===== config.mk =====
export PLATFORM = sky130hd
export DESIGN_NAME = alu
export DESIGN_NICKNAME = d
export VERILOG_FILES = /design/src/rtl/alu.sv
export SDC_FILE = /design/constraint.sdc
export NUM_CORES = 1
export LEC_CHECK = 0
export BUFFER_PORTS_ARGS = -buffer_cell sky130_fd_sc_hd__clkbuf_2
export CAP_MARGIN = 20
export CORE_UTILIZATION = 25
export CTS_BUF_LIST = sky130_fd_sc_hd__clkbuf_4 sky130_fd_sc_hd__clkbuf_8 sky130_fd_sc_hd__clkbuf_16
export DETAILED_ROUTE_END_ITERATION = 12
export SYNTH_ARGS = -nofsm -noshare
export SYNTH_HDL_FRONTEND = slang
export SYNTH_SLANG_ARGS = --single-unit

===== constraint.sdc =====
create_clock -name clk -period 21.2 [get_ports clk]
set_input_delay 4.24 -clock clk [delete_from_list [all_inputs] [get_ports clk]]
set_output_delay 4.24 -clock clk [all_outputs]
set_load 0.005 [all_outputs]

===== src/rtl/alu.sv =====
// Registered 16-operation integer ALU with one-cycle latency and a valid strobe.
// Define ALU_FLAGS_EN to add the registered Zero and DivZero outputs.
module alu #(
  parameter int WIDTH = 8
) (
  input  logic             clk,
  input  logic             rst,
  input  logic [WIDTH-1:0] A,
  input  logic [WIDTH-1:0] B,
  input  logic [3:0]       ALU_Sel,
  input  logic             in_valid,
  output logic [WIDTH-1:0] ALU_Out,
  output logic             CarryOut,
`ifdef ALU_FLAGS_EN
  output logic             Zero,
  output logic             DivZero,
`endif
  output logic             out_valid
);

  logic [WIDTH:0]   sum_full;
  logic [WIDTH-1:0] op_result;

  logic [WIDTH-1:0] alu_out_d, alu_out_q;
  logic             carry_d, carry_q;
  logic             out_valid_d, out_valid_q;
`ifdef ALU_FLAGS_EN
  logic             zero_d, zero_q;
  logic             div_zero_d, div_zero_q;
`endif

  always_comb begin
    sum_full  = {1'b0, A} + {1'b0, B};
    op_result = '0;
    case (ALU_Sel)
      4'h0: op_result = sum_full[WIDTH-1:0];
      4'h1: op_result = A - B;
      4'h2: op_result = A * B;
      // Divide by zero saturates to all ones instead of the simulator's X/0.
      4'h3: op_result = (B == '0) ? '1 : (A / B);
      4'h4: op_result = {A[WIDTH-2:0], 1'b0};
      4'h5: op_result = {1'b0, A[WIDTH-1:1]};
      4'h6: op_result = {A[WIDTH-2:0], A[WIDTH-1]};
      4'h7: op_result = {A[0], A[WIDTH-1:1]};
      4'h8: op_result = A & B;
      4'h9: op_result = A | B;
      4'hA: op_result = A ^ B;
      4'hB: op_result = ~(A | B);
      4'hC: op_result = ~(A & B);
      4'hD: op_result = ~(A ^ B);
      4'hE: op_result = {{(WIDTH-1){1'b0}}, (A > B)};
      4'hF: op_result = {{(WIDTH-1){1'b0}}, (A == B)};
      default: op_result = '0;
    endcase
  end

  always_comb begin
    alu_out_d   = alu_out_q;
    carry_d     = carry_q;
    out_valid_d = in_valid;
`ifdef ALU_FLAGS_EN
    zero_d      = zero_q;
    div_zero_d  = div_zero_q;
`endif
    if (in_valid) begin
      alu_out_d = op_result;
      carry_d   = sum_full[WIDTH];
`ifdef ALU_FLAGS_EN
      zero_d     = (op_result == '0);
      div_zero_d = (ALU_Sel == 4'h3) && (B == '0);
`endif
    end
  end

  always_ff @(posedge clk) begin
    if (rst) begin
      alu_out_q   <= '0;
      carry_q     <= 1'b0;
      out_valid_q <= 1'b0;
`ifdef ALU_FLAGS_EN
      zero_q      <= 1'b0;
      div_zero_q  <= 1'b0;
`endif
    end else begin
      alu_out_q   <= alu_out_d;
      carry_q     <= carry_d;
      out_valid_q <= out_valid_d;
`ifdef ALU_FLAGS_EN
      zero_q      <= zero_d;
      div_zero_q  <= div_zero_d;
`endif
    end
  end

  assign ALU_Out   = alu_out_q;
  assign CarryOut  = carry_q;
  assign out_valid = out_valid_q;
`ifdef ALU_FLAGS_EN
  assign Zero      = zero_q;
  assign DivZero   = div_zero_q;
`endif

endmodule


==> flow_metrics.py <==
metrics = {
    "routing": {
        "avgRoutedWirePerCell_um": 17.40,
        "viasPerCell": 5.372,
        "drc": 0,
        "drt-pass1-iter-count": 5,
        "num_vias": 4432,
        "ant_nets": 0,
        "drt_iter0_markers": 293,
        "wirelength_um": 14350,
    },
    "cts": {
        "clkSlewWorstSetupHoldPaths_ps": 40,
        "cts_setup_buffers": 0,
        "cts_made_buffers": 3,
        "clk_path_buf_depth": 2,
        "htree_levels": 1,
        "ctsHoldBuffers": 0,
        "clk_latency_ps": 230,
        "tritoncts": "built",
        "cts_sinks": 10,
        "clock-root-buffer": "clkbuf_16",
        "post_cts_resized": 0,
    },
    "floorplan": {
        "start_util": 0.2590,
        "core_area_um2": 16820,
        "die_w_um": 134.0,
        "die-area_um2": 17960,
        "die_y_um": 134.0,
        "ioPinCount": 33,
        "num_rows": 47,
    },
    "timing": {
        "worst_pin_slew_ps": 1073,
        "hold_viol_final": 0,
        "layout_min_cycle_time_ps": 15110,
        "rsz0062_at_grt": "no",
        "fin_skew_ps": 0,
        "slew_violations": 0,
        "min_period_over_period": 0.7125,
        "setup_viol": 0,
        "slew-limit-headroom": 0.2789,
        "fmax_ghz": 0.06620,
        "finalSetupTns_ps": 0,
    },
    "global_routing": {
        "grt_max_degree": 41,
        "antenna_found_initial": 0,
        "gr-total-overflow": 0,
        "grt_usage": 0.1604,
        "grt_pass1_wl_um": 22940,
        "grt_pass1_vias": 4286,
    },
    "critical_path": {
        "crit_buf_inv": 2,
        "required_ps": 21290,
        "endpoint_kind": "flip-flop",
        "slowest_stage": "nor4_1",
        "path_max_fanout": 14,
        "path_common_cell": "ha_1",
        "crit_path_start_kind": "input pin",
        "crit-reg2reg-launch": "ALU_Out[6]",
        "critPathKind": "in2reg",
        "crit_arrival_ps": 15200,
        "crit_path_max_incr_delay_ps": 740,
        "worstSetupStartpoint": "B[7]",
        "cp_top_family": "compound AO/OA/AOI/OAI gates",
    },
    "place": {
        "gp_congestion": 0.9216,
        "dpl.hpwl_um": 11280,
        "io_buffers": 32,
    },
    "yosys": {
        "synth_edf_count": 0,
        "ys.warnings.count": 0,
        "synthCells": 594,
        "netlist_area_um2": 4357,
        "synth_area_per_cell_um2": 7.334,
        "synth.net_count": 710,
        "synth-async-reset-ratio": 0,
        "ys_seq_elements": 10,
        "ys_seq_area_frac": 0.04595,
        "synth-main-ff-cell": "dfxtp_1",
        "synthDistinctLibCells": 66,
    },
    "finish": {
        "utilization": 0.2847,
        "final_layout_size_suffix_gt1_frac": 0.09091,
        "nets": 723,
        "fillers": 1909,
        "syn2layout_area_growth_pct": 9.908,
        "diodes": 0,
    },
    "run_status": {
        "outcome": "finished clean",
    },
    "hold_path": {
        "hold_class": "reg2reg",
        "hold_path_startpoint": "ALU_Out[4]",
    },
    "power": {
        "power.density_nw_per_um2": 42.20,
        "vdd_drop_max_mv": 0.02486,
        "leakage_nw": 2.177,
    },
    "run": {
        "drv_cap": 0,
    },
}
-- kinds of logic after synthesis --
group,Yosys count,share of synthesized area
AOI/OAI and AO/OA,177,0.2817
xor gates and xnor gates,38,0.07639
adders and majority gates,93,0.2912
buffers and inverters,88,0.07582
DFF,10,0.04595
muxes,18,0.04653
and+or+nand+nor,170,0.1824
-- worst register-to-register path, delay by kind of cell, from the launching register on --
kind | cells | cell delay [ps]
AO/OA/AOI/OAI | 1 | 290
AND/OR/NAND/NOR | 1 | 40
flip-flops | 1 | 330
-- worst paths after layout --
kind / end / depth (start not counted) / slack (ps)
max: ALU_Out[0] / 46 / 6090
min: ALU_Out[4] / 2 / 480
max reg2reg: ALU_Out[6] / 2 / 20410
min reg2reg: ALU_Out[4] / 2 / 480
-- power breakdown --
group	total, mW	internal [mW]	leakage, nW	switching, mW
registers	0.0213	0.0205	0.0827	0.000826
logic	0.149	0.0623	2.06	0.0864
clock network	0.0321	0.0244	0.0370	0.00771
-- per-stage QoR --
step	instances	setup slack, ps	hold slack [ps]	cell area, um^2	total power, mW
6_report	825	6095	475.4	4788	0.2021
5_1_grt	825	5233	500.3	4788	0.2221
4_1_cts	825	6260	472.0	4788	0.2018
3_5_place_dp	822	6053	457.3	4713	0.1683
3_3_place_gp	822	6314	451.9	4713	0.1676
2_1_floorplan	594	6768	457.5	4357	0.1315
-- area by class of cell --
cell class | count | area [um^2] | area share
inverters | 61 | 229.0 | 0.04782
well taps | 220 | 275.3 | 0.05749
clock buffers | 3 | 75.07 | 0.01568
flip-flops and latches | 10 | 200.2 | 0.04181
repair buffers | 35 | 182.7 | 0.03815
multi-input cells | 496 | 3826 | 0.7991
-- registers in the layout, summed over array words and instances, names as in the netlist --
register and cells:
ALU_Out 8, CarryOut 1, out_valid 1
-- cell usage in the layout, fill, tap and decap left out, types with 3 or more instances in the layout --
cell       count
ha_1          79
inv_1         60
nor2_1        59
a21oi_1       45
nand2_1       43
clkbuf_2      32
o21ai_0       31
xnor2_1       26
nor3_1        16
fa_1          14
xor2_1        12
dfxtp_1       10
o21a_1        10
nand2b_1      10
mux2i_1        9
nor4_1         9
a21o_1         9
o22ai_1        9
mux2_2         8
nand3_1        8
o211ai_1       8
a211oi_1       7
a22oi_1        7
a31oi_1        5
nor2b_1        5
or3_1          4
o31ai_1        3
and3_1         3
a221oi_1       3
o221ai_1       3
a311oi_1       3
or4_1          3
clkbuf_16      3
buf_4          3
-- layer usage --
layer | part of all wire | global-route usage | up-vias
li1 | - | - | 2181
met1 | 0.47 | 0.2240 | 2082
met2 | 0.45 | 0.2576 | 144
met3 | 0.056 | 0.01663 | 25
met4 | 0.026 | 0.04994 | 0
met5 | 0 | 0 | -
-- synthesized netlist by cell type (all sizes together) (3+ instances only) --
| cell | instances | area, um^2 |
|---|---|---|
| nor3 | 16 | 80.08 |
| clkbuf | 22 | 82.58 |
| mux2 | 8 | 90.09 |
| xnor2 | 26 | 227.7 |
| ha | 79 | 988.5 |
| dfxtp | 10 | 200.2 |
| a311oi | 3 | 26.28 |
| a31oi | 5 | 31.28 |
| a21o | 9 | 67.56 |
| mux2i | 9 | 90.09 |
| o31ai | 3 | 22.52 |
| and3 | 3 | 18.77 |
| a2111oi | 4 | 72.57 |
| or4 | 4 | 33.78 |
| nor2 | 59 | 221.5 |
| a211oi | 7 | 52.55 |
| or3 | 4 | 25.02 |
| o21a | 10 | 75.07 |
| a22oi | 7 | 52.55 |
| nor4 | 9 | 56.30 |
| a221oi | 3 | 26.28 |
| nand2b | 10 | 62.56 |
| o211ai | 8 | 60.06 |
| o221ai | 3 | 26.28 |
| fa | 14 | 280.3 |
| a21oi | 45 | 225.2 |
| nand2 | 43 | 161.4 |
| o21ai | 31 | 155.2 |
| nand3 | 8 | 40.04 |
| xor2 | 12 | 105.1 |
| inv | 60 | 225.2 |
| nor2b | 5 | 31.28 |
| buf | 5 | 18.77 |
| o22ai | 9 | 56.30 |
No activity file was read; power rests on OpenSTA's default activity.
